`src/rtl/eth_pkg.sv`:
```
// rtl/eth_pkg.sv - shared Ethernet constants, transmit FSM states and CRC-32 step
// Used by both the RMII transmit framer and the receive path.
package eth_pkg;

  localparam logic [7:0]  PREAMBLE_BYTE = 8'h55;
  localparam logic [7:0]  SFD_BYTE      = 8'hD5;
  localparam logic [31:0] CRC_POLY      = 32'hEDB88320;
  localparam logic [31:0] CRC_INIT      = 32'hFFFFFFFF;
  localparam logic [31:0] CRC_RESIDUE   = 32'hDEBB20E3;

  typedef enum logic [2:0] {
    ST_IDLE,
    ST_PREAMBLE,
    ST_SFD,
    ST_DATA,
    ST_PAD,
    ST_FCS,
    ST_IPG
  } tx_state_t;

  // Reflected CRC-32 advanced by one dibit; d[0] is the earlier bit on the wire.
  function automatic logic [31:0] crc32_step2(input logic [31:0] crc, input logic [1:0] d);
    logic [31:0] c;
    c = crc;
    for (int i = 0; i < 2; i++) begin
      c = (c[0] ^ d[i]) ? ((c >> 1) ^ CRC_POLY) : (c >> 1);
    end
    return c;
  endfunction

endpackage

```
`src/rtl/crc32_dibit.sv`:
```
// rtl/crc32_dibit.sv - running Ethernet CRC-32, two bits per clock
// Ports:
//   clk, rst_n  clock, asynchronous active-low reset (crc -> CRC_INIT)
//   clear_i     reload CRC_INIT (wins over enable_i)
//   enable_i    fold data_i into the CRC this cycle
//   data_i      dibit, bit 0 first on the wire
//   crc_o       running CRC register (not inverted)
module crc32_dibit
  import eth_pkg::*;
(
  input  logic        clk,
  input  logic        rst_n,
  input  logic        clear_i,
  input  logic        enable_i,
  input  logic [1:0]  data_i,
  output logic [31:0] crc_o
);

  logic [31:0] crc_q, crc_d;

  always_comb begin
    crc_d = crc_q;
    if (clear_i) begin
      crc_d = CRC_INIT;
    end else if (enable_i) begin
      crc_d = crc32_step2(crc_q, data_i);
    end
  end

  always_ff @(posedge clk or negedge rst_n) begin
    if (!rst_n) begin
      crc_q <= CRC_INIT;
    end else begin
      crc_q <= crc_d;
    end
  end

  assign crc_o = crc_q;

endmodule

```
`src/rtl/rmii_eth_tx.sv`:
```
// rtl/rmii_eth_tx.sv - RMII Ethernet transmit framer (preamble, SFD, data, pad, FCS, IPG)
// Ports:
//   clk, rst_n         50 MHz RMII reference clock, asynchronous active-low reset
//   tx_valid/tx_data/tx_last/tx_ready  byte stream in; consumed on tx_valid && tx_ready
//   eth_txd, eth_txen  RMII transmit pins (registered)
//   busy               frame start through end of IPG (registered)
//   underrun           one-cycle pulse when a frame is aborted (registered)
module rmii_eth_tx
  import eth_pkg::*;
#(
  parameter int MIN_PAYLOAD = 60,
  parameter int IPG_CYCLES  = 48
) (
  input  logic       clk,
  input  logic       rst_n,
  input  logic       tx_valid,
  input  logic [7:0] tx_data,
  input  logic       tx_last,
  output logic       tx_ready,
  output logic [1:0] eth_txd,
  output logic       eth_txen,
  output logic       busy,
  output logic       underrun
);

  // state_q always describes the dibit currently on the pins, so the pin
  // registers are loaded from the next-state view of the datapath.
  tx_state_t   state_q, state_d;
  logic [1:0]  dibit_cnt_q, dibit_cnt_d;
  logic [10:0] byte_cnt_q, byte_cnt_d;
  logic [7:0]  gp_cnt_q, gp_cnt_d;      // FCS dibit index, then IPG cycle count
  logic [7:0]  shift_q, shift_d;
  logic        last_q, last_d;          // byte on the pins was tagged tx_last
  logic [1:0]  txd_q, txd_d;
  logic        txen_q, txen_d;
  logic        busy_q, busy_d;
  logic        underrun_q, underrun_d;

  logic        crc_clear;
  logic        crc_en;
  logic [31:0] crc;
  logic [31:0] fcs;
  logic [10:0] byte_inc;

  assign byte_inc = (byte_cnt_q == 11'h7FF) ? byte_cnt_q : byte_cnt_q + 11'd1;
  assign fcs      = ~crc;

  assign tx_ready = ((state_q == ST_SFD) || (state_q == ST_DATA)) &&
                    (dibit_cnt_q == 2'd3) && !last_q;

  always_comb begin
    state_d     = state_q;
    dibit_cnt_d = dibit_cnt_q;
    byte_cnt_d  = byte_cnt_q;
    gp_cnt_d    = gp_cnt_q;
    shift_d     = shift_q;
    last_d      = last_q;
    underrun_d  = 1'b0;
    txd_d       = 2'b00;
    txen_d      = 1'b0;

    case (state_q)
      ST_IDLE: begin
        if (tx_valid) begin
          state_d     = ST_PREAMBLE;
          dibit_cnt_d = 2'd0;
          byte_cnt_d  = 11'd0;
          last_d      = 1'b0;
        end
      end
      ST_PREAMBLE: begin
        dibit_cnt_d = dibit_cnt_q + 2'd1;
        if (dibit_cnt_q == 2'd3) begin
          if (byte_cnt_q == 11'd6) begin
            state_d    = ST_SFD;
            byte_cnt_d = 11'd0;
          end else begin
            byte_cnt_d = byte_cnt_q + 11'd1;
          end
        end
      end
      ST_SFD, ST_DATA: begin
        dibit_cnt_d = dibit_cnt_q + 2'd1;
        if (dibit_cnt_q == 2'd3) begin
          if (tx_ready) begin
            if (tx_valid) begin
              state_d    = ST_DATA;
              shift_d    = tx_data;
              last_d     = tx_last;
              byte_cnt_d = byte_inc;
            end else begin
              // Source starved us mid-frame: abandon without an FCS.
              state_d    = ST_IPG;
              gp_cnt_d   = 8'd0;
              underrun_d = 1'b1;
            end
          end else if (byte_cnt_q < 11'(MIN_PAYLOAD)) begin
            state_d    = ST_PAD;
            byte_cnt_d = byte_inc;
          end else begin
            state_d  = ST_FCS;
            gp_cnt_d = 8'd0;
          end
        end
      end
      ST_PAD: begin
        dibit_cnt_d = dibit_cnt_q + 2'd1;
        if (dibit_cnt_q == 2'd3) begin
          if (byte_cnt_q >= 11'(MIN_PAYLOAD)) begin
            state_d  = ST_FCS;
            gp_cnt_d = 8'd0;
          end else begin
            byte_cnt_d = byte_inc;
          end
        end
      end
      ST_FCS: begin
        gp_cnt_d = gp_cnt_q + 8'd1;
        if (gp_cnt_q == 8'd15) begin
          state_d  = ST_IPG;
          gp_cnt_d = 8'd0;
        end
      end
      ST_IPG: begin
        gp_cnt_d = gp_cnt_q + 8'd1;
        if (gp_cnt_q == 8'(IPG_CYCLES - 1)) begin
          state_d = ST_IDLE;
        end
      end
      default: begin
        state_d = ST_IDLE;
      end
    endcase

    case (state_d)
      ST_PREAMBLE: begin
        txen_d = 1'b1;
        txd_d  = PREAMBLE_BYTE[{dibit_cnt_d, 1'b0} +: 2];
      end
      ST_SFD: begin
        txen_d = 1'b1;
        txd_d  = SFD_BYTE[{dibit_cnt_d, 1'b0} +: 2];
      end
      ST_DATA: begin
        txen_d = 1'b1;
        txd_d  = shift_d[{dibit_cnt_d, 1'b0} +: 2];
      end
      ST_PAD: begin
        txen_d = 1'b1;
        txd_d  = 2'b00;
      end
      ST_FCS: begin
        // CRC is frozen after the last pad/data dibit; send ~crc LSB first.
        txen_d = 1'b1;
        txd_d  = fcs[{gp_cnt_d[3:0], 1'b0} +: 2];
      end
      default: begin
        txen_d = 1'b0;
        txd_d  = 2'b00;
      end
    endcase

    busy_d = (state_d != ST_IDLE);
  end

  // The CRC follows exactly the data/pad dibits being loaded onto the pins.
  assign crc_clear = (state_q == ST_IDLE);
  assign crc_en    = (state_d == ST_DATA) || (state_d == ST_PAD);

  crc32_dibit u_crc (
    .clk      (clk),
    .rst_n    (rst_n),
    .clear_i  (crc_clear),
    .enable_i (crc_en),
    .data_i   (txd_d),
    .crc_o    (crc)
  );

  always_ff @(posedge clk or negedge rst_n) begin
    if (!rst_n) begin
      state_q     <= ST_IDLE;
      dibit_cnt_q <= 2'd0;
      byte_cnt_q  <= 11'd0;
      gp_cnt_q    <= 8'd0;
      shift_q     <= 8'd0;
      last_q      <= 1'b0;
      txd_q       <= 2'b00;
      txen_q      <= 1'b0;
      busy_q      <= 1'b0;
      underrun_q  <= 1'b0;
    end else begin
      state_q     <= state_d;
      dibit_cnt_q <= dibit_cnt_d;
      byte_cnt_q  <= byte_cnt_d;
      gp_cnt_q    <= gp_cnt_d;
      shift_q     <= shift_d;
      last_q      <= last_d;
      txd_q       <= txd_d;
      txen_q      <= txen_d;
      busy_q      <= busy_d;
      underrun_q  <= underrun_d;
    end
  end

  assign eth_txd  = txd_q;
  assign eth_txen = txen_q;
  assign busy     = busy_q;
  assign underrun = underrun_q;

endmodule

```
`config.mk`:
```
export PLATFORM = sky130hd
export DESIGN_NAME = rmii_eth_tx
export DESIGN_NICKNAME = d
export VERILOG_FILES = /design/src/rtl/eth_pkg.sv /design/src/rtl/crc32_dibit.sv /design/src/rtl/rmii_eth_tx.sv
export SDC_FILE = /design/constraint.sdc
export NUM_CORES = 1
export LEC_CHECK = 0
export BUFFER_PORTS_ARGS = -buffer_cell sky130_fd_sc_hd__clkbuf_2
export CAP_MARGIN = 20
export CORE_UTILIZATION = 55
export DETAILED_ROUTE_END_ITERATION = 12
export GPL_ROUTABILITY_DRIVEN = 0
export PLACE_DENSITY = 0.84
export SLEW_MARGIN = 20
export SYNTH_ARGS = -nofsm -noshare
export SYNTH_HDL_FRONTEND = slang
export SYNTH_SLANG_ARGS = --single-unit
```
`constraint.sdc`:
```
create_clock -name clk -period 10.1 [get_ports clk]
set_clock_uncertainty 0.2 [all_clocks]
set_input_delay 2.02 -clock clk [delete_from_list [all_inputs] [get_ports clk]]
set_output_delay 2.02 -clock clk [all_outputs]
set_load 0.005 [all_outputs]
```
==> results.txt <==
----------------------------------------------------
[Global route]
  Antenna violations before repair ... 0
  Met1 usage ... 30.83%
  Wire length of the first global-routing pass ... 15240 um
  GR Layer Usage met2 ... 37.69%
  Routing usage on met3 ... 4.569%
  Vias in the first global route ... 3231
  GRT Max-Usage Layer ... met2
  Largest net degree at the start of global routing ... 71
  Overall track demand over capacity in global routing ... 23.36%
  Remaining Overflow, GRT ... 0

[Synthesis]
  Dominant cell by count in the synthesized netlist ... sky130_fd_sc_hd__nand2_1
  Number of library cell types mapped by synthesis ... roughly 70
  Count of yosys warnings during synthesis ... 0
  Top cell type's share of synthesized area ... 22.44%
  Fraction of synthesis flops using an asynchronous set or reset pin ... 100.0%
  Top area cells in the synthesized netlist ... sky130_fd_sc_hd__dfrtp_1 (22%), sky130_fd_sc_hd__dfstp_2 (20%), sky130_fd_sc_hd__o21ai_0 (5.8%)
  Area of the mapped netlist ... 4238 um2
  Predominant post-synthesis flop cell ... sky130_fd_sc_hd__dfrtp_1
  Count of flip-flops with a built-in enable after synthesis ... 0
  Synthesized net count ... 463
  Number of instances in the synthesized netlist ... ~450
  Flip-flop and latch count after synthesis ... 70
  Post-synthesis average cell area ... ~9.5 um2
  Sequential cell area fraction in the yosys report ... 42.28%
  Top cells by instance count after synthesis ... sky130_fd_sc_hd__nand2_1 (62), sky130_fd_sc_hd__o21ai_0 (49), sky130_fd_sc_hd__dfrtp_1 (38)
  Cell type with the largest total area after synthesis ... sky130_fd_sc_hd__dfrtp_1

[Floorplanning]
  Die Area ... 8060 um2
  Initial Util ... 57.50%
  Core Box Area ... 7370 um2
  Width of the die ... ~90 um
  Height of the chip ... 89.78 um
  I/O pin count ... 18
  Row count ... 31

[Min path]
  Path category of the worst min-delay check ... reg2reg

[Worst setup path]
  CP Buf/Inv Count ... 1
  Cell count along the critical path ... 12
  Worst-case reg-to-reg path depth ... 13
  Reg-to-reg startpoint ... dibit_cnt_q[0]
  Terminus of the critical flop-to-flop path ... u_crc.crc_o[29]
  Worst Path Class, Setup ... in2reg
  Setup slack of the most critical reg-to-reg path ... roughly 5.4 ns
  Biggest cell delay along the critical path ... 0.57 ns
  Crit path required time ... roughly 10 ns
  Endpoint of the worst setup timing path ... u_crc.crc_o[29]
  Type of element launching the critical path ... primary input
  Series of cell instances along the critical path ... clkbuf_2, nand2b_1, and3_1, o221a_1, o21bai_2, a2111oi_0, o21ba_1, nor4b_1, o31a_1, xnor2_4, xnor3_1, o21ai_0
  Crit path max-delay family ... compound AO/OA/AOI/OAI gates
  Cell with the largest stage delay on the worst path ... sky130_fd_sc_hd__xnor2_4
  Worst setup path start ... tx_valid
  Capturing element type of the critical path ... flip-flop
  Arr. time, crit path ... roughly 5.6 ns
  Maximum fanout encountered on the critical timing path ... 17

[Clock network]
  TritonCTS clock tree ... done
  Number of buffers added by the clock tree synthesis step ... 9
  Clock transition at path regs ... 0.08 ns
  CTS root buf ... sky130_fd_sc_hd__clkbuf_8
  Clock sink count ... 70
  H-tree Lvls ... 3
  CTS-repair resized insts ... 0
  Clock Tree Buf Depth ... 2
  Clock latency on the worst-skew pair ... approximately 0.36 ns
  Hold-fix buffer count after cts ... 0
  Post-CTS setup buffer count ... 0

[Final layout]
  Number of nets at the end of the flow ... roughly 470
  Footprint of the flip-flops and latches ... between 1500 and 2000 um2
  Antenna Diode Count ... 0
  Layout filler cell count ... 600
  Post-synthesis to final-layout area growth ... 6.732%
  Footprint of the multi-input gates ... 2273 um2
  Share of cells above drive strength 1 ... 20.13%

[STA]
  Sum of negative setup slack ... 0 ns
  Top achievable clock speed ... 182.3 MHz
  Count of endpoints failing setup in the final report ... 0
  Final worst path period need ... 5.486 ns
  Final number of max-transition violations ... 0
  Endpoints failing hold ... 0
  Worst max-slew margin expressed relative to the limit ... 29.69%
  Share of the cycle needed by the critical path after routing ... a little over half
  Measured slew at the worst slew-check pin ... 1.038 ns
  RSZ-0062 raised after global routing ... no

[Detailed routing]
  Final wirelength ... 8921 um
  First DRT Iteration DRCs ... 243
  Number of routed nets with antenna violations ... 0
  Total vias in the final route ... 3362
  Post-DR wirelength/cell ... 16.04 um
  DRC violation count after routing ... 0
  Number of detailed-routing iterations run before antenna repair ... 4
  Via density ... roughly 6.0

[Power and ir drop]
  Final total power ... roughly 500 uW
  Cell Pwr Density ... 110.2 nW/um2
  Leak Pwr ... 1.990 nW
  Worst VDD drop ... 0.0001034 V

[Placement]
  Port Buffers ... 17
  Post-detail-place hpwl ... 5896 um

[Outcome]
  Result of the run ... finished clean

[Run]
  Max-cap violations ... 0

----------------------------------------------------
flip-flops by register name (all words and copies together), names as in the netlist, 2 cells and up:
name and flops:
byte_cnt_q 11, dibit_cnt_q 2, eth_txd 2, gp_cnt_q 8, shift_q 8, state_q 3
u_crc.crc_o 32
cell usage in the layout, fill, tap and decap left out, types with 6 or more instances in the layout:
cell,instances
sky130_fd_sc_hd__clkbuf_8,10
sky130_fd_sc_hd__o31ai_1,7
sky130_fd_sc_hd__nor2b_1,6
sky130_fd_sc_hd__mux2_2,8
sky130_fd_sc_hd__a21oi_1,24
sky130_fd_sc_hd__nor3_1,18
sky130_fd_sc_hd__o21ai_0,49
sky130_fd_sc_hd__nand3_1,12
sky130_fd_sc_hd__and3_1,6
sky130_fd_sc_hd__nor2_1,18
sky130_fd_sc_hd__clkbuf_2,16
sky130_fd_sc_hd__xnor3_1,6
sky130_fd_sc_hd__dfrtp_1,38
sky130_fd_sc_hd__nand2b_1,7
sky130_fd_sc_hd__dfstp_2,32
sky130_fd_sc_hd__xnor2_1,14
sky130_fd_sc_hd__mux2i_1,21
sky130_fd_sc_hd__inv_1,11
sky130_fd_sc_hd__nand2_1,62
through the flow:
stage	setup slack, ns	area, um2	util [%]	hold slack [ns]	std cells
3_3_place_gp	4.457	4349	59.02	0.2495	540
5_1_grt	4.450	4523	61.38	0.2776	556
2_1_floorplan	4.902	4238	-	0.2398	446
4_1_cts	4.603	4523	61.38	0.2714	556
3_5_place_dp	4.238	4349	59.02	0.2526	540
6_report	4.614	4523	61.38	0.2685	556
layer usage:
layer | routed length (um) | share of wire [%]
met5 | 0 | 0
met4 | 193 | 2.2
met3 | 428 | 4.8
met2 | 4357 | 49
met1 | 3941 | 44
power breakdown:
group | internal (mW) | switching, mW
Combinational | 0.00230 | 0.00675
Clock | 0.0961 | 0.113
Sequential | 0.281 | 0
Total | 0.379 | 0.119
kinds of logic (layout without fill, tap and decap cells):
logic type	after synthesis	in the layout	synth area share, %
xor+xnor	26	26	7.765
compound gates	122	122	17.92
fa+ha+maj	5	5	1.476
flops	70	70	42.28
buf+inv	38	49	4.281
simple gates	153	153	17.60
mux	32	32	8.680
tightest hold or removal path: cells and delay by family, from the launching register on:
family           cells  cell delay, ns
flip-flops           1            0.38
AND/OR/NAND/NOR      2            0.09
worst min-delay path by stage:
| stage | from | to | slack [ns] | cells past startpoint |
|---|---|---|---|---|
| floorplan | u_crc.crc_o[2] | u_crc.crc_o[0] | 0.24 | 2 |
| global placement | u_crc.crc_o[2] | u_crc.crc_o[0] | 0.25 | 2 |
| detailed placement | u_crc.crc_o[3] | u_crc.crc_o[1] | 0.25 | 2 |
| CTS | u_crc.crc_o[5] | u_crc.crc_o[3] | 0.27 | 2 |
| global route | u_crc.crc_o[14] | u_crc.crc_o[12] | 0.28 | 2 |
| finish | u_crc.crc_o[5] | u_crc.crc_o[3] | 0.27 | 2 |
cell type report:
type / count / share of cell area (%)
clock buffer: 11 / 3.126
clock inverter: 5 / 0.7192
sequential: 70 / 39.61
multi-input combinational: 338 / 50.26
inverter: 12 / 0.9959
tap: 99 / 2.739
timing repair buffer: 21 / 2.545
Note: power is estimated with default switching activity, not from simulation.
